==> src/rtl/fight_health_ctrl_pkg.sv <==
// Shared types and the damage lookup for the two-player fight health/round controller.
package fight_pkg;

  typedef enum logic [2:0] {
    ST_IDLE     = 3'b000,
    ST_FIGHT    = 3'b001,
    ST_P1_RND   = 3'b010,
    ST_P2_RND   = 3'b011,
    ST_DRAW     = 3'b100,
    ST_P1_MATCH = 3'b101,
    ST_P2_MATCH = 3'b110
  } fight_state_e;

  localparam logic [1:0] ATK_NONE = 2'b00;
  localparam logic [1:0] ATK_L    = 2'b01;
  localparam logic [1:0] ATK_M    = 2'b10;
  localparam logic [1:0] ATK_H    = 2'b11;

  function automatic int unsigned atk_damage(input logic [1:0] atk,
                                             input int unsigned dmg_l,
                                             input int unsigned dmg_m,
                                             input int unsigned dmg_h);
    int unsigned d;
    case (atk)
      ATK_L:   d = dmg_l;
      ATK_M:   d = dmg_m;
      ATK_H:   d = dmg_h;
      default: d = 0;
    endcase
    return d;
  endfunction

endpackage

==> src/rtl/fight_health_ctrl_if.sv <==
// Hit/attack inputs and HUD-facing outputs of the fight health controller.
interface fight_health_ctrl_if #(
  parameter int unsigned HP_W   = 9,
  parameter int unsigned WINS_W = 2
);
  logic              start;
  logic              hit_p1;
  logic              hit_p2;
  logic [1:0]        atk_p1;
  logic [1:0]        atk_p2;
  logic              block_p1;
  logic              block_p2;
  logic [HP_W-1:0]   health_1;
  logic [HP_W-1:0]   health_2;
  logic              invuln_1;
  logic              invuln_2;
  logic [WINS_W-1:0] wins_1;
  logic [WINS_W-1:0] wins_2;
  logic [2:0]        state;

  modport master (
    output start, hit_p1, hit_p2, atk_p1, atk_p2, block_p1, block_p2,
    input  health_1, health_2, invuln_1, invuln_2, wins_1, wins_2, state
  );

  modport slave (
    input  start, hit_p1, hit_p2, atk_p1, atk_p2, block_p1, block_p2,
    output health_1, health_2, invuln_1, invuln_2, wins_1, wins_2, state
  );
endinterface

==> src/rtl/fight_health_ch.sv <==
// One player's health channel: health register, iframe counter, saturating damage.
// Blocked-hit scaling is built only when FIGHT_BLOCK_EN is defined.
module fight_health_ch
  import fight_pkg::*;
#(
  parameter int unsigned HP_W       = 9,
  parameter int unsigned MAX_HP     = 400,
  parameter int unsigned DMG_L      = 4,
  parameter int unsigned DMG_M      = 10,
  parameter int unsigned DMG_H      = 20,
  parameter int unsigned IFRAME_CYC = 30
) (
  input  logic            clk,
  input  logic            reset,
  input  logic            load,
  input  logic            fight,
  input  logic            tick,
  input  logic            hit,
  input  logic [1:0]      atk,
`ifdef FIGHT_BLOCK_EN
  input  logic            block,
`endif
  output logic [HP_W-1:0] health,
  output logic            invuln,
  output logic            zero_next
);

  localparam int unsigned IFR_W = $clog2(IFRAME_CYC + 2);

  logic [IFR_W-1:0] ifr;
  logic             take;
  logic             blocked;
  logic [31:0]      dmg;
  logic [31:0]      dmg_app;
  logic [HP_W-1:0]  health_nx;

  always_comb begin
    blocked = 1'b0;
`ifdef FIGHT_BLOCK_EN
    blocked = block;
`endif
    take    = fight && hit && (atk != ATK_NONE) && (ifr == '0);
    dmg     = atk_damage(atk, DMG_L, DMG_M, DMG_H);
    dmg_app = dmg;
    // A blocked hit still lands for at least one point
    if (blocked)
      dmg_app = ((dmg >> 2) == 32'd0) ? 32'd1 : (dmg >> 2);
    health_nx = health;
    if (take)
      health_nx = (dmg_app >= 32'(health)) ? '0 : health - HP_W'(dmg_app);
    zero_next = (health_nx == '0);
  end

  always_ff @(posedge clk) begin
    if (reset) begin
      health <= '0;
      ifr    <= '0;
    end else if (load) begin
      health <= HP_W'(MAX_HP);
      ifr    <= '0;
    end else begin
      health <= health_nx;
      if (tick && ifr != '0)
        ifr <= ifr - 1'b1;
      else if (take && !blocked)
        ifr <= IFR_W'(IFRAME_CYC);
    end
  end

  assign invuln = (ifr != '0);

endmodule

==> src/rtl/fight_health_ctrl.sv <==
// Two-player round/match controller: round FSM, KO hold timer and win counters.
// Optional macro FIGHT_BLOCK_EN enables reduced damage on blocked hits.
module fight_health_ctrl
  import fight_pkg::*;
#(
  parameter int unsigned HP_W          = 9,
  parameter int unsigned MAX_HP        = 400,
  parameter int unsigned DMG_L         = 4,
  parameter int unsigned DMG_M         = 10,
  parameter int unsigned DMG_H         = 20,
  parameter int unsigned IFRAME_CYC    = 30,
  parameter int unsigned KO_HOLD_CYC   = 120,
  parameter int unsigned WINS_W        = 2,
  parameter int unsigned ROUNDS_TO_WIN = 2
) (
  input  logic               clk,
  input  logic               reset,
  fight_health_ctrl_if.slave bus
);

  localparam int unsigned HOLD_W = $clog2(KO_HOLD_CYC + 2);

  fight_state_e      state_q;
  logic [HOLD_W-1:0] hold;
  logic [WINS_W-1:0] wins_1;
  logic [WINS_W-1:0] wins_2;
  logic              fight, round_end, match, p1_done, p2_done;
  logic              load, tick, zero_1, zero_2;

  always_comb begin
    fight     = (state_q == ST_FIGHT);
    round_end = (state_q == ST_P1_RND) || (state_q == ST_P2_RND) || (state_q == ST_DRAW);
    match     = (state_q == ST_P1_MATCH) || (state_q == ST_P2_MATCH);
    p1_done   = (32'(wins_1) >= 32'(ROUNDS_TO_WIN));
    p2_done   = (32'(wins_2) >= 32'(ROUNDS_TO_WIN));
    // Refill on a new match or when a hold expires without a match winner
    load      = ((state_q == ST_IDLE || match) && bus.start) ||
                (round_end && hold == '0 && !p1_done && !p2_done);
    tick      = fight || round_end;
  end

  fight_health_ch #(
    .HP_W(HP_W), .MAX_HP(MAX_HP), .DMG_L(DMG_L), .DMG_M(DMG_M),
    .DMG_H(DMG_H), .IFRAME_CYC(IFRAME_CYC)
  ) u_ch_1 (
    .clk(clk), .reset(reset), .load(load), .fight(fight), .tick(tick),
    .hit(bus.hit_p1), .atk(bus.atk_p2),
`ifdef FIGHT_BLOCK_EN
    .block(bus.block_p1),
`endif
    .health(bus.health_1), .invuln(bus.invuln_1), .zero_next(zero_1)
  );

  fight_health_ch #(
    .HP_W(HP_W), .MAX_HP(MAX_HP), .DMG_L(DMG_L), .DMG_M(DMG_M),
    .DMG_H(DMG_H), .IFRAME_CYC(IFRAME_CYC)
  ) u_ch_2 (
    .clk(clk), .reset(reset), .load(load), .fight(fight), .tick(tick),
    .hit(bus.hit_p2), .atk(bus.atk_p1),
`ifdef FIGHT_BLOCK_EN
    .block(bus.block_p2),
`endif
    .health(bus.health_2), .invuln(bus.invuln_2), .zero_next(zero_2)
  );

`ifndef FIGHT_BLOCK_EN
  logic unused_block;
  assign unused_block = bus.block_p1 ^ bus.block_p2;
`endif

  always_ff @(posedge clk) begin
    if (reset) begin
      state_q <= ST_IDLE;
      hold    <= '0;
      wins_1  <= '0;
      wins_2  <= '0;
    end else begin
      case (state_q)
        ST_IDLE, ST_P1_MATCH, ST_P2_MATCH: begin
          if (bus.start) begin
            state_q <= ST_FIGHT;
            wins_1  <= '0;
            wins_2  <= '0;
          end
        end
        ST_FIGHT: begin
          if (zero_1 && zero_2) begin
            state_q <= ST_DRAW;
            hold    <= HOLD_W'(KO_HOLD_CYC - 1);
          end else if (zero_2) begin
            state_q <= ST_P1_RND;
            hold    <= HOLD_W'(KO_HOLD_CYC - 1);
            if (wins_1 != '1) wins_1 <= wins_1 + 1'b1;
          end else if (zero_1) begin
            state_q <= ST_P2_RND;
            hold    <= HOLD_W'(KO_HOLD_CYC - 1);
            if (wins_2 != '1) wins_2 <= wins_2 + 1'b1;
          end
        end
        ST_P1_RND, ST_P2_RND, ST_DRAW: begin
          if (hold == '0) begin
            if (p1_done)      state_q <= ST_P1_MATCH;
            else if (p2_done) state_q <= ST_P2_MATCH;
            else              state_q <= ST_FIGHT;
          end else begin
            hold <= hold - 1'b1;
          end
        end
        default: state_q <= ST_IDLE;
      endcase
    end
  end

  assign bus.state  = state_q;
  assign bus.wins_1 = wins_1;
  assign bus.wins_2 = wins_2;

endmodule

==> src/flat_wrapper.sv <==
// flat-port wrapper written by rule: the top's interface ports become plain ports
module fight_health_ctrl_flat import fight_pkg::*;
#(
  parameter int unsigned HP_W          = 9,
  parameter int unsigned MAX_HP        = 400,
  parameter int unsigned DMG_L         = 4,
  parameter int unsigned DMG_M         = 10,
  parameter int unsigned DMG_H         = 20,
  parameter int unsigned IFRAME_CYC    = 30,
  parameter int unsigned KO_HOLD_CYC   = 120,
  parameter int unsigned WINS_W        = 2,
  parameter int unsigned ROUNDS_TO_WIN = 2
)
  (clk, reset, bus_start, bus_hit_p1, bus_hit_p2, bus_atk_p1, bus_atk_p2, bus_block_p1, bus_block_p2, bus_health_1, bus_health_2, bus_invuln_1, bus_invuln_2, bus_wins_1, bus_wins_2, bus_state);
  fight_health_ctrl_if #(.HP_W(HP_W), .WINS_W(WINS_W)) bus_i ();
  input  logic clk;
  input  logic reset;
  input wire logic [$bits(bus_i.start)-1:0] bus_start;
  input wire logic [$bits(bus_i.hit_p1)-1:0] bus_hit_p1;
  input wire logic [$bits(bus_i.hit_p2)-1:0] bus_hit_p2;
  input wire logic [$bits(bus_i.atk_p1)-1:0] bus_atk_p1;
  input wire logic [$bits(bus_i.atk_p2)-1:0] bus_atk_p2;
  input wire logic [$bits(bus_i.block_p1)-1:0] bus_block_p1;
  input wire logic [$bits(bus_i.block_p2)-1:0] bus_block_p2;
  output wire logic [$bits(bus_i.health_1)-1:0] bus_health_1;
  output wire logic [$bits(bus_i.health_2)-1:0] bus_health_2;
  output wire logic [$bits(bus_i.invuln_1)-1:0] bus_invuln_1;
  output wire logic [$bits(bus_i.invuln_2)-1:0] bus_invuln_2;
  output wire logic [$bits(bus_i.wins_1)-1:0] bus_wins_1;
  output wire logic [$bits(bus_i.wins_2)-1:0] bus_wins_2;
  output wire logic [$bits(bus_i.state)-1:0] bus_state;
  assign bus_i.start = bus_start;
  assign bus_i.hit_p1 = bus_hit_p1;
  assign bus_i.hit_p2 = bus_hit_p2;
  assign bus_i.atk_p1 = bus_atk_p1;
  assign bus_i.atk_p2 = bus_atk_p2;
  assign bus_i.block_p1 = bus_block_p1;
  assign bus_i.block_p2 = bus_block_p2;
  assign bus_health_1 = bus_i.health_1;
  assign bus_health_2 = bus_i.health_2;
  assign bus_invuln_1 = bus_i.invuln_1;
  assign bus_invuln_2 = bus_i.invuln_2;
  assign bus_wins_1 = bus_i.wins_1;
  assign bus_wins_2 = bus_i.wins_2;
  assign bus_state = bus_i.state;
  fight_health_ctrl #(.HP_W(HP_W), .MAX_HP(MAX_HP), .DMG_L(DMG_L), .DMG_M(DMG_M), .DMG_H(DMG_H), .IFRAME_CYC(IFRAME_CYC), .KO_HOLD_CYC(KO_HOLD_CYC), .WINS_W(WINS_W), .ROUNDS_TO_WIN(ROUNDS_TO_WIN)) u_core (.clk(clk), .reset(reset), .bus(bus_i));
endmodule
==> config.mk <==
export PLATFORM = sky130hd
export DESIGN_NAME = fight_health_ctrl_flat
export DESIGN_NICKNAME = d
export VERILOG_FILES = /design/src/rtl/fight_health_ctrl_pkg.sv /design/src/rtl/fight_health_ctrl_if.sv /design/src/rtl/fight_health_ch.sv /design/src/rtl/fight_health_ctrl.sv /design/src/flat_wrapper.sv
export SDC_FILE = /design/constraint.sdc
export NUM_CORES = 1
export LEC_CHECK = 0
export CORE_MARGIN = 2
export CORE_UTILIZATION = 40
export DETAILED_ROUTE_END_ITERATION = 8
export PLACE_DENSITY = 0.65
export SYNTH_ARGS = -nofsm -noshare
export SYNTH_HDL_FRONTEND = slang
export SYNTH_SLANG_ARGS = --single-unit
==> constraint.sdc <==
create_clock -name clk -period 3.52 [get_ports clk]
set_input_delay 0.352 -clock clk [delete_from_list [all_inputs] [get_ports clk]]
set_output_delay 0.352 -clock clk [all_outputs]
set_load 0.02 [all_outputs]
==> flow_metrics.env, run 1 <==
export IMPL_outcome="complete, no violations"
export IMPL_ys_async_sr_fraction_pct=0
export IMPL_crit_fanout=4
export IMPL_htree_levels=2
export IMPL_drive_gt1_share_pct=13.4
export IMPL_drv_cap=0
export IMPL_cts_buffers=5
export IMPL_clkLatencyLatePin_ps=300
export IMPL_grt_pass1_wl_mm=12.8
export IMPL_layout_worst_path_cycle_share_pct=95.5
export IMPL_cp_start_kind="flip-flop"
export IMPL_syn_to_final_growth_pct=25.7
export IMPL_synth_top_family_by_area="simple AND/OR/NAND/NOR gates"
export IMPL_cts_hold_buffers=0
export IMPL_syn_avg_cell_area_um2=7.74
export IMPL_powerDensity_mw_per_mm2=851
export IMPL_ys_flop_type="dfxtp_1"
export IMPL_layout_cells_non_filler=547
export IMPL_gp_congestion=0.852
export IMPL_overflow=0
export IMPL_fmax_ghz=0.298
export IMPL_period_needed_ps=3360
export IMPL_drt_iter0_drc=94
export IMPL_pin_count=38
export IMPL_end_kind="flip-flop"
export IMPL_placed_cells=538
export IMPL_path_class="reg2reg"
export IMPL_required_ps=3710
export IMPL_placementRows=31
export IMPL_synth_nets=419
export IMPL_fin_nets=478
export IMPL_slew_viol_final=0
export IMPL_die_h_um=90.7
export IMPL_cts_tree="built"
export IMPL_setup_viol=0
export IMPL_grt_usage_pct=18.5
export IMPL_rsz0062_at_grt="no"
export IMPL_antenna_left=0
export IMPL_yosysSeqAreaShare_pct=28.0
export IMPL_synthMuxAreaShare_pct=3.17
export IMPL_synth_area_leaders="dfxtp_1 (28%), ha_1 (7.5%), nor2_1 (6.2%)"
export IMPL_skew_ps=13.3
export IMPL_io_buffers=35
export IMPL_slew_headroom_pct=59.1
export IMPL_nFillCells=706
export IMPL_core_area_mm2=0.00725
export IMPL_synth_fa_ha_area_share_pct=9.16
export IMPL_crit_arrival_ps=3550
export IMPL_yosysWarnings=0
export IMPL_grt_max_degree=29
export IMPL_synth_top_area_share_pct=28.0
export IMPL_hp_class="reg2reg"
export IMPL_finalHoldViolations=0
export IMPL_clockBufferDepth=2
export IMPL_clk_pin_slew_ps=100
export IMPL_worst_pin_slew_ps=611
export IMPL_hold_slack_ps=477
export IMPL_diodes=0
export IMPL_drcViolationCount=0
export IMPL_drt_wl_total_mm=7.60
export IMPL_ys_ff_latch=42
export IMPL_first_pass_iters=4
export IMPL_cts_sinks=42
export IMPL_synth_simple_gate_area_share_pct=29.7
export IMPL_dieArea_mm2=0.00822
export IMPL_antenna_found_initial=0
export IMPL_hpwl_mm=5.72
export IMPL_initial_core_util_pct=41.4
export IMPL_netlist_cell_type_count=64
export IMPL_dr_total_vias=3058
export IMPL_synth_largest_area_cell="dfxtp_1"
export IMPL_netlist_instances=388
export IMPL_synth_enable_flop_cells=0
export IMPL_ir_drop_v=0.000283
export IMPL_synth_compound_area_share_pct=22.4
export IMPL_grt_pass1_vias=2748
export IMPL_via_per_inst=5.59
export IMPL_p_leak_nw=1.45
export IMPL_wire_per_inst_um=13.9
export IMPL_clockRootBuffer="clkbuf_8"
export IMPL_syn_cell_area_mm2=0.00300
export IMPL_die_x_um=90.7
export IMPL_synth_xor_area_share_pct=2.33
-- layout make-up --
class | instances | area [um2] | area share, %
well taps | 99 | 124 | 3.28
inverters | 23 | 86.3 | 2.29
multi-input cells | 305 | 2020 | 53.5
repair buffers | 70 | 613 | 16.2
clock buffers | 5 | 68.8 | 1.82
flip-flops and latches | 42 | 841 | 22.3
clock inverters | 3 | 23.8 | 0.630
-- registers in the layout (all words and copies together), names as in the netlist --
register and flops:
u_core.bus.wins_1 2, u_core.u_ch_2.health 9, u_core.bus.wins_2 2, u_core.u_ch_2.ifr 5, u_core.hold 7, u_core.bus.state 3
u_core.u_ch_1.health 9, u_core.u_ch_1.ifr 5
-- metrics by stage --
| step | utilization (%) | total power [mW] | worst slack [ps] | setup TNS (ps) | instance area, um2 |
|---|---|---|---|---|---|
| after floorplan | - | 2.13 | 139 | 0 | 3000 |
| after global placement | 50.5 | 2.83 | 20.6 | 0 | 3660 |
| after detailed placement | 50.5 | 2.86 | -66.8 | -149 | 3660 |
| after CTS | 51.8 | 3.20 | 93.1 | 0 | 3760 |
| after global routing | 52.1 | 3.48 | 8.23 | 0 | 3780 |
| final | 52.1 | 3.21 | 160 | 0 | 3780 |
-- cells in the final DEF (no fill, tap or decap), types with 3 or more instances in the layout --
cell type and count:
clkdlybuf4s50_1 35, mux2i_1 5, a211oi_1 5, nor2_1 50, nand3_1 8, nand2_1 20, o31ai_1 5, or3_1 5
xnor2_1 6, nand2b_1 13, nor3b_1 7, dfxtp_1 42, o21ai_0 11, clkbuf_8 5, a22oi_1 3, o211ai_1 3
a21oi_1 28, o221ai_1 4, nor2b_1 4, nor3_1 17, buf_4 35, a311oi_1 4, o21a_1 4, nor4_1 10
nand4_1 7, ha_1 17, inv_1 23, or2_2 3, mux2_2 4, o22ai_1 3, a31oi_1 10, and3_1 4
-- worst max-delay path: stages, from the launching register on --
cell and delay [ps]:
dfxtp_1 330, inv_1 90, ha_2 210, or4b_1 460, or3_4 410, or4_1 500
o31a_1 310, and2_4 150, a211o_1 230, a41oi_2 190, mux2_2 350
-- cells in the mapped netlist, types with 3 or more instances --
master     n
a211oi_1   6
a21oi_1   28
a22oi_1    3
a311oi_1   4
a31oi_1   10
and3_1     4
clkbuf_1  16
dfxtp_1   42
ha_1      18
inv_1     23
mux2_2     4
mux2i_1    5
nand2_1   20
nand2b_1  13
nand3_1    8
nand4_1    7
nor2_1    50
nor2b_1    4
nor3_1    17
nor3b_1    7
nor4_1    10
o211ai_1   3
o21a_1     4
o21ai_0   11
o221ai_1   4
o22ai_1    3
o31ai_1    5
or2_2      3
or3_1      6
xnor2_1    6
-- metal layers --
layer,share of wire (%),vias to the layer above,global-route usage [%]
met2,47,66,31.5
li1,-,1540,-
met4,0.59,0,2.69
met5,0,-,0
met1,49,1447,25.3
met3,3.9,5,2.84
-- worst paths after layout --
kind	depth (start not counted)	start	end	slack (ps)
max	10	u_core.u_ch_2.ifr[0]	u_core.bus.state[2]	160
min	2	u_core.u_ch_1.ifr[4]	u_core.u_ch_1.ifr[4]	480
max reg2reg	10	u_core.u_ch_2.ifr[0]	u_core.bus.state[2]	160
min reg2reg	2	u_core.u_ch_1.ifr[4]	u_core.u_ch_1.ifr[4]	480
-- kinds of logic (layout without fill, tap and decap cells) --
logic type,Yosys count,after routing
simple gates,167,167
xor+xnor,8,8
fa+ha+maj,21,21
mux,9,9
flops,42,42
compound gates,100,100
buf+inv,41,101
-- where the power goes --
part | switching, mW | internal, mW
sequential | 0.144 | 0.605
combinational | 1.15 | 0.988
clock | 0.185 | 0.142
-- what timing repair did --
item / 4_1_cts / 5_1_grt
setup endpoints to repair: 0 / 9
gates resized for setup: 0 / 4
setup buffers: 0 / 1
(Power assumes the default switching activity.)
==> run 2, diff against run 1 <==
--- a/config.mk
+++ b/config.mk
@@ -8,6 +8,7 @@
 export CORE_MARGIN = 2
 export CORE_UTILIZATION = 40
 export DETAILED_ROUTE_END_ITERATION = 8
+export GPL_TIMING_DRIVEN = 0
 export PLACE_DENSITY = 0.65
 export SYNTH_ARGS = -nofsm -noshare
 export SYNTH_HDL_FRONTEND = slang
==> flow_metrics.env, run 2 (synthesized netlist as in run 1, its figures left out) <==
export IMPL_slew_headroom_pct=48.4
export IMPL_endpoint="u_core.bus.state[2]"
export IMPL_slew_viol_final=0
export IMPL_final_cell_mix="nor2_1 (50), dfxtp_1 (39), clkdlybuf4s50_1 (33)"
export IMPL_rr_startpoint="u_core.bus.state[2]"
export IMPL_ir_drop_v=0.000295
export IMPL_p_switching_mw=1.51
export IMPL_swShare_pct=48.2
export IMPL_overflow=0
export IMPL_path_class="reg2reg"
export IMPL_initial_core_util_pct=41.4
export IMPL_crit_path_start="u_core.bus.state[2]"
export IMPL_drt_iter0_drc=150
export IMPL_hpwl_mm=5.75
export IMPL_die_h_um=90.7
export IMPL_end_kind="flip-flop"
export IMPL_dieArea_mm2=0.00822
export IMPL_wire_per_inst_um=14.8
export IMPL_powerDensity_mw_per_mm2=848
export IMPL_die_x_um=90.7
export IMPL_setup_ws_ps=72.5
export IMPL_htree_levels=2
export IMPL_clkLatencyLatePin_ps=290
export IMPL_hp_start="u_core.u_ch_2.health[0]"
export IMPL_cts_sinks=42
export IMPL_top_regs="u_core.u_ch_1.health: 9 flops, u_core.u_ch_2.health: 9 flops, u_core.hold: 7 flops"
export IMPL_cp_start_kind="flip-flop"
export IMPL_via_per_inst=5.77
export IMPL_grt_usage_pct=18.7
export IMPL_cts_buffers=5
export IMPL_io_buffers=34
export IMPL_finish_utilization_pct=50.9
export IMPL_crit_arrival_ps=3630
export IMPL_drcViolationCount=0
export IMPL_worst_pin_slew_ps=770
export IMPL_required_ps=3710
export IMPL_slowest_delay_ps=510
export IMPL_clockBufferDepth=2
export IMPL_path_cells="or3b_2 -> clkbuf_4 -> or3_4 -> or4_4 -> o31a_1 -> and2_4 -> a211o_1 -> a41oi_2 -> mux2_2"
export IMPL_fin_nets=461
export IMPL_clk_pin_slew_ps=90
export IMPL_power_share_clock_pct=10.1
export IMPL_layout_worst_path_cycle_share_pct=97.9
export IMPL_combPwrFrac_pct=65.7
export IMPL_grt_max_degree=14
export IMPL_hold_path_depth=2
export IMPL_fmax_ghz=0.290
export IMPL_placementRows=31
export IMPL_grt_pass1_wl_mm=12.9
export IMPL_diodes=0
export IMPL_skew_ps=9.50
export IMPL_setup_viol=0
export IMPL_crit_fanout=10
export IMPL_hp_class="reg2reg"
export IMPL_dr_total_vias=3057
export IMPL_grt_pass1_vias=2777
export IMPL_outcome="complete, no violations"
export IMPL_finalPower_mw=3.13
export IMPL_mostFrequentLayoutCell="nor2_1"
export IMPL_r2r_slack_ps=70
export IMPL_dp_slack_ps=-445
export IMPL_clockRootBuffer="clkbuf_8"
export IMPL_pwr_share_seq_pct=24.2
export IMPL_ff2ff_path_depth=9
export IMPL_p_leak_nw=1.36
export IMPL_finalHoldViolations=0
export IMPL_antenna_found_initial=0
export IMPL_r2r_end="u_core.bus.state[2]"
export IMPL_drive_gt1_share_pct=11.8
export IMPL_p_int_mw=1.62
export IMPL_pin_count=38
export IMPL_drt_wl_total_mm=7.83
export IMPL_syn_to_final_growth_pct=22.9
export IMPL_gp_congestion=0.904
export IMPL_placed_cells=521
export IMPL_antenna_left=0
export IMPL_first_pass_iters=4
export IMPL_layout_cells_non_filler=530
export IMPL_critPathSlowestCell="or3b_2"
export IMPL_tns_ps=0
export IMPL_cts_tree="built"
export IMPL_core_area_mm2=0.00725
export IMPL_period_needed_ps=3450
export IMPL_drv_cap=0
## run 2: cell types whose count changed in the layout (fill, tap and decap cells not counted), moves of 3 or more
cell,delta
buf_4,-32
clkbuf_1,+14
dfxtp_1,-3
dfxtp_2,+3
nor4_1,-3
## run 2: power groups by stage
stage                     clock, mW  sequential, mW  combinational (mW)
after detailed placement          0           0.759                1.92
after CTS                     0.326           0.749                1.94
final                         0.316           0.758                2.05
after global routing          0.346           0.782                2.25
after global placement            0           0.755                1.89
after floorplan                   0           0.794                1.34
## run 2: stage by stage
stage | hold WS, ps | area [um2]
2_1_floorplan | 441 | 3000
3_3_place_gp | 456 | 3470
3_5_place_dp | 485 | 3470
4_1_cts | 498 | 3570
5_1_grt | 542 | 3690
6_report | 510 | 3690
## run 2: final cells by class
| cell class | instances | area, um2 |
|---|---|---|
| clock inverters | 2 | 13.8 |
| well taps | 99 | 124 |
| clock buffers | 6 | 72.6 |
| multi-input cells | 305 | 2120 |
| inverters | 23 | 86.3 |
| repair buffers | 36 | 358 |
| fillers | 730 | 3560 |
| plain buffers | 17 | 73.8 |
| flip-flops and latches | 42 | 845 |
## run 2: critical path, delay by kind of cell (launching register included)
kind / cells / cell delay, ps
DFF: 1 / 370
buffers and inverters: 1 / 240
muxes: 1 / 340
and+or+nand+nor: 4 / 1610
AOI/OAI and AO/OA: 3 / 770
## run 2: routing by layer
| layer | GRT usage, % | up-vias | share of wire [%] |
|---|---|---|---|
| li1 | - | 1514 | - |
| met1 | 25.3 | 1442 | 47 |
| met2 | 30.8 | 92 | 46 |
| met3 | 3.09 | 9 | 5.7 |
| met4 | 5.26 | 0 | 1.0 |
| met5 | 0 | - | 0 |
## run 2: worst min path at each step
stage	endpoint	slack, ps
global placement	u_core.u_ch_2.ifr[4]	460
CTS	u_core.u_ch_1.ifr[4]	500
floorplan	u_core.u_ch_2.ifr[4]	440
detailed placement	u_core.u_ch_1.ifr[4]	480
global route	u_core.u_ch_2.ifr[4]	540
finish	u_core.u_ch_2.health[0]	510
## run 2: what timing repair did
action,CTS,global route
setup buffers,0,2
setup endpoints to repair,4,24
resized for setup,5,31
hold buffers,0,0
pin swaps,0,7
